`src/rtl/updown_mod_counter.sv`:
```
// Up/down modulo counter with load, wrap or saturate at the limits,
// registered status outputs and sticky overflow/underflow/load-error flags.
module updown_mod_counter #(
    parameter int unsigned WIDTH     = 3,
    parameter int unsigned MAX_COUNT = 2**WIDTH-1,
    parameter bit          SATURATE  = 1'b0
) (
    input  logic             clk,
    input  logic             rst,
    input  logic             ld,
    input  logic             inc,
    input  logic             dec,
    input  logic             clr_flags,
    input  logic [WIDTH-1:0] data_in,
    output logic [WIDTH-1:0] data_out,
    output logic             at_max,
    output logic             at_zero,
    output logic             wrap,
    output logic             ovf,
    output logic             unf,
    output logic             ld_err
);

    localparam logic [WIDTH-1:0] MAX_V = MAX_COUNT[WIDTH-1:0];
    localparam logic [WIDTH:0]   MAX_X = {1'b0, MAX_V};

    logic [WIDTH-1:0] cnt_q, cnt_d;
    logic             at_max_q, at_zero_q, wrap_q;
    logic             ovf_q, unf_q, ld_err_q;
    logic             wrap_d, ovf_set, unf_set, ld_err_set;
    logic [WIDTH:0]   cnt_x, up_x, dn_x;

    assign cnt_x = {1'b0, cnt_q};
    assign up_x  = cnt_x + {{WIDTH{1'b0}}, 1'b1};
    assign dn_x  = cnt_x - {{WIDTH{1'b0}}, 1'b1};

    always_comb begin
        cnt_d      = cnt_q;
        wrap_d     = 1'b0;
        ovf_set    = 1'b0;
        unf_set    = 1'b0;
        ld_err_set = 1'b0;
        if (ld) begin
            if ({1'b0, data_in} > MAX_X) begin
                cnt_d      = MAX_V;
                ld_err_set = 1'b1;
            end else begin
                cnt_d = data_in;
            end
        end else if (inc && dec) begin
            cnt_d = cnt_q;
        end else if (inc) begin
            if (cnt_x == MAX_X) begin
                ovf_set = 1'b1;
                if (!SATURATE) begin
                    cnt_d  = '0;
                    wrap_d = 1'b1;
                end
            end else begin
                cnt_d = up_x[WIDTH-1:0];
            end
        end else if (dec) begin
            if (cnt_q == '0) begin
                unf_set = 1'b1;
                if (!SATURATE) begin
                    cnt_d  = MAX_V;
                    wrap_d = 1'b1;
                end
            end else begin
                cnt_d = dn_x[WIDTH-1:0];
            end
        end
    end

    // Status bits derive from cnt_d so they line up with the new data_out.
    always_ff @(posedge clk) begin
        if (rst) begin
            cnt_q     <= '0;
            at_max_q  <= 1'b0;
            at_zero_q <= 1'b1;
            wrap_q    <= 1'b0;
            ovf_q     <= 1'b0;
            unf_q     <= 1'b0;
            ld_err_q  <= 1'b0;
        end else begin
            cnt_q     <= cnt_d;
            at_max_q  <= (cnt_d == MAX_V);
            at_zero_q <= (cnt_d == '0);
            wrap_q    <= wrap_d;
            ovf_q     <= ovf_set    | (ovf_q    & ~clr_flags);
            unf_q     <= unf_set    | (unf_q    & ~clr_flags);
            ld_err_q  <= ld_err_set | (ld_err_q & ~clr_flags);
        end
    end

    assign data_out = cnt_q;
    assign at_max   = at_max_q;
    assign at_zero  = at_zero_q;
    assign wrap     = wrap_q;
    assign ovf      = ovf_q;
    assign unf      = unf_q;
    assign ld_err   = ld_err_q;

endmodule

```
`config.mk`:
```
export PLATFORM = sky130hd
export DESIGN_NAME = updown_mod_counter
export DESIGN_NICKNAME = d
export VERILOG_FILES = /design/src/rtl/updown_mod_counter.sv
export SDC_FILE = /design/constraint.sdc
export NUM_CORES = 1
export LEC_CHECK = 0
export ABC_CLOCK_PERIOD_IN_PS = 3450
export CAP_MARGIN = 5
export CORE_AREA = 5 5 42 44
export CTS_CLUSTER_SIZE = 40
export DETAILED_ROUTE_END_ITERATION = 16
export DIE_AREA = 0 0 47 49
export PLACE_DENSITY = 0.75
export SLEW_MARGIN = 20
export SYNTH_ARGS = -nofsm -noshare
export SYNTH_HDL_FRONTEND = slang
export SYNTH_SLANG_ARGS = --single-unit
```
`constraint.sdc`:
```
create_clock -name clk -period 3.45 [get_ports clk]
set_input_delay 0.8625 -clock clk [delete_from_list [all_inputs] [get_ports clk]]
set_output_delay 0.8625 -clock clk [all_outputs]
set_load 0.02 [all_outputs]
```
==> impl_results.md <==
- Period Utilization, post-route: 64.1%
- Least-Margin Pin Slew: approximately 330 ps
- DRT Pass-1 Iters: 4
- Met2 Use GR: 12.9%
- Core Region: 1400 um^2
- Critical path's top delay family: buffers and inverters
- Post-route ant nets: 0
- Top cells by count, synth: dfxtp_1, nor2_1, ha_1, inv_1, nand2_1
- Number of distinct library cells after synthesis: 28
- GRT busiest layer: met1
- Startpoint types: flip-flop
- Finish-stage setup viols: 0
- Clock tree buffer depth: 2
- CP Max Fanout: 5
- Synth Area per Inst: ~8.8 um^2
- Relative slew slack: a little under 80%
- RSZ-0062 raised after global routing: no
- N_diodes: 0
- Total CTS buffers: 3
- Die H: around 49 um
- Top post-synthesis cells by area: dfxtp_1, ha_1, nor2_1
- Max Slew Vio Count: 0
- WP data arrival: 1350 ps
- Cell Area, Synth: slightly above 500 um^2
- Worst path cell trace: clkdlybuf4s50_1
- Yosys warning total: 0
- Clk sinks: 9
- Area share of and/or/nand/nor cells after synthesis: between 20 and 25%
- Met1 usage: 14.2%
- Final WL: 1.02 mm
- Seq cells post-synth: 9
- Status: finished clean
- Drt via density: roughly 4.9
- GRT met3 Usage: 2.95%
- Worst setup EP type: primary output
- XOR/XNOR Fraction of Synth Area: 0%
- CTS clk-pin slew, worst paths: 60 ps
- R2R depth: 7
- DR vias: 457
- Root buffer selected by CTS: clkbuf_4
- Die area: 2300 um^2
- Global Route Usage Sum: 10.2%
- Top-area cell type share of the netlist area: around a third
- Die width: 47 um
- Hold Path Sink: ld_err
- Top FF cell, synth: dfxtp_1
- Synth area leader: dfxtp_1
- CTS resizes: 0
- Sequential share of the synthesized area: about a third
- Count leader, synth: dfxtp_1
- Hold Crit Depth: 1
- Clock Latency Late Sink: 260 ps
- Synthesized instance count: 58
- Share of cells above drive strength 1: between 10 and 15%
- Post-DP HPWL: 832 um
- Buf/Inv on CP: 1
- DRC Markers: 0
- Slowest library cell on the worst path: clkdlybuf4s50_1
- Max_cap viols: 0
- Largest family of logic cells by synthesized area: simple AND/OR/NAND/NOR gates
- H-tree level count: 1
- Fmax: 0.452 GHz
- CTS Hold Bufs: 0
- Max IR drop VDD: 0.293 mV
- Dpl cell area: 686 um^2
- Crit path from: data_out[0]
- HP Start: ld_err
- Final Util: around half
- Clock Skew: 6.06 ps
- CP Class: flip-flop to primary output
- Reg-to-reg endpoint: at_max
- LEAKAGE: 0.000286 uW
- Syn Nets: 71
- Post-CTS Setup Inserts: 0
- Final net count: 91
- DR WL/cell: around 11 um
- GPL Wtd Cong: 0.819
- Global route overflow: 0
- Post-synth EDFFs: 0
- First-pass GRT wire length: about 1.7 mm
- Worst r2r src: data_out[0]
- Compound-gate portion of the synthesized area: a little over a fifth
- Hold Vio Cnt, Final: 0
- Multiplexer share of the synthesized area: 3.91%
- Worst EP required: approximately 2600 ps
- Initial Util: 36.5%
- Post-route cell area: 712 um^2
- HP Class: flip-flop to flip-flop
- Pwr Density: 366 nW/um^2
- Num rows: 14
- Setup TNS: 0 ps
- Reg-to-reg setup timing slack: 1850 ps
- Vias in the first global route: 407
- Fraction of registers with async set/reset: 0%
- Pin count of the biggest net entering global routing: 11
- Initial DRC count: 15
- Initial antenna violation count: 0
- CTS tree: yes
- Final min period: between 2000 and 2500 ps
- Post-synthesis adder-cell area fraction: 9.78%
- Slowest stage delay, CP: 650 ps
- I/O pin total: 18
- Port-buffer cells: 17
- Synth-to-Final Area Change: 39.1%
==> final cells by class <==
cell class / instances / area (um^2)
Fill cell: 136 / 689
Multi-Input combinational cell: 41 / 293
Sequential cell: 9 / 180
Timing Repair Buffer: 17 / 170
Clock buffer: 4 / 26.3
Inverter: 6 / 22.5
Tap cell: 16 / 20.0
==> through the flow <==
| stage | total power (uW) | cells | hold WS [ps] | setup WS, ps |
|---|---|---|---|---|
| after floorplan | 156 | 58 | 551 | 1630 |
| after global placement | 182 | 89 | 466 | 1070 |
| after detailed placement | 182 | 89 | 472 | 1040 |
| after CTS | 263 | 93 | 480 | 1220 |
| after global routing | 278 | 93 | 501 | 1170 |
| final | 260 | 93 | 477 | 1240 |
==> metal layers <==
metal / wire, um / part of all wire (%)
met2: 418 / 41
met1: 490 / 48
met5: 0 / 0
met3: 75 / 7.4
met4: 33 / 3.2
==> how the worst max path moves through the flow <==
stage,cells after the start,endpoint
after floorplan,6,at_max
after global placement,6,at_max
after detailed placement,6,at_max
after CTS,1,data_out[0]
after global routing,1,data_out[0]
final,1,data_out[0]
==> sequential cells by signal, summed over array words and instances, names as in the netlist <==
name      cells
at_zero       1
wrap          1
ld_err        1
at_max        1
unf           1
ovf           1
data_out      3
==> cells by family after synthesis <==
group | count (synthesis)
buffers and inverters | 8
muxes | 2
AOI/OAI and AO/OA | 14
DFF | 9
adders and majority gates | 4
and+or+nand+nor | 21
==> placed cells by master, fill, tap and decap left out <==
cell and n:
a21oi_1 3, o211ai_1 2, a31oi_1 1, nand3_1 1, clkdlybuf4s50_1 17, a211oi_2 1
clkbuf_4 3, nor2_1 7, ha_1 4, inv_2 2, mux2i_1 2, nor2b_1 1
clkbuf_1 1, o21bai_1 1, dfxtp_1 9, nor2b_4 1, nor3_1 2, nor3b_1 1
nand2_1 4, inv_1 4, nor3_2 1, a21oi_2 2, a211o_1 1, o21ai_1 1
o211ai_2 1, a32oi_1 1, and2_1 1, nand2b_1 1, nand3b_1 1
==> report_power, final <==
part | internal, uW | total, uW | switching, uW
clock | 44.5 | 80.2 | 35.7
sequential | 109 | 114 | 4.73
combinational | 32.6 | 65.8 | 33.2
total | 187 | 260 | 73.6
Power figures use the tool's default switching activity.
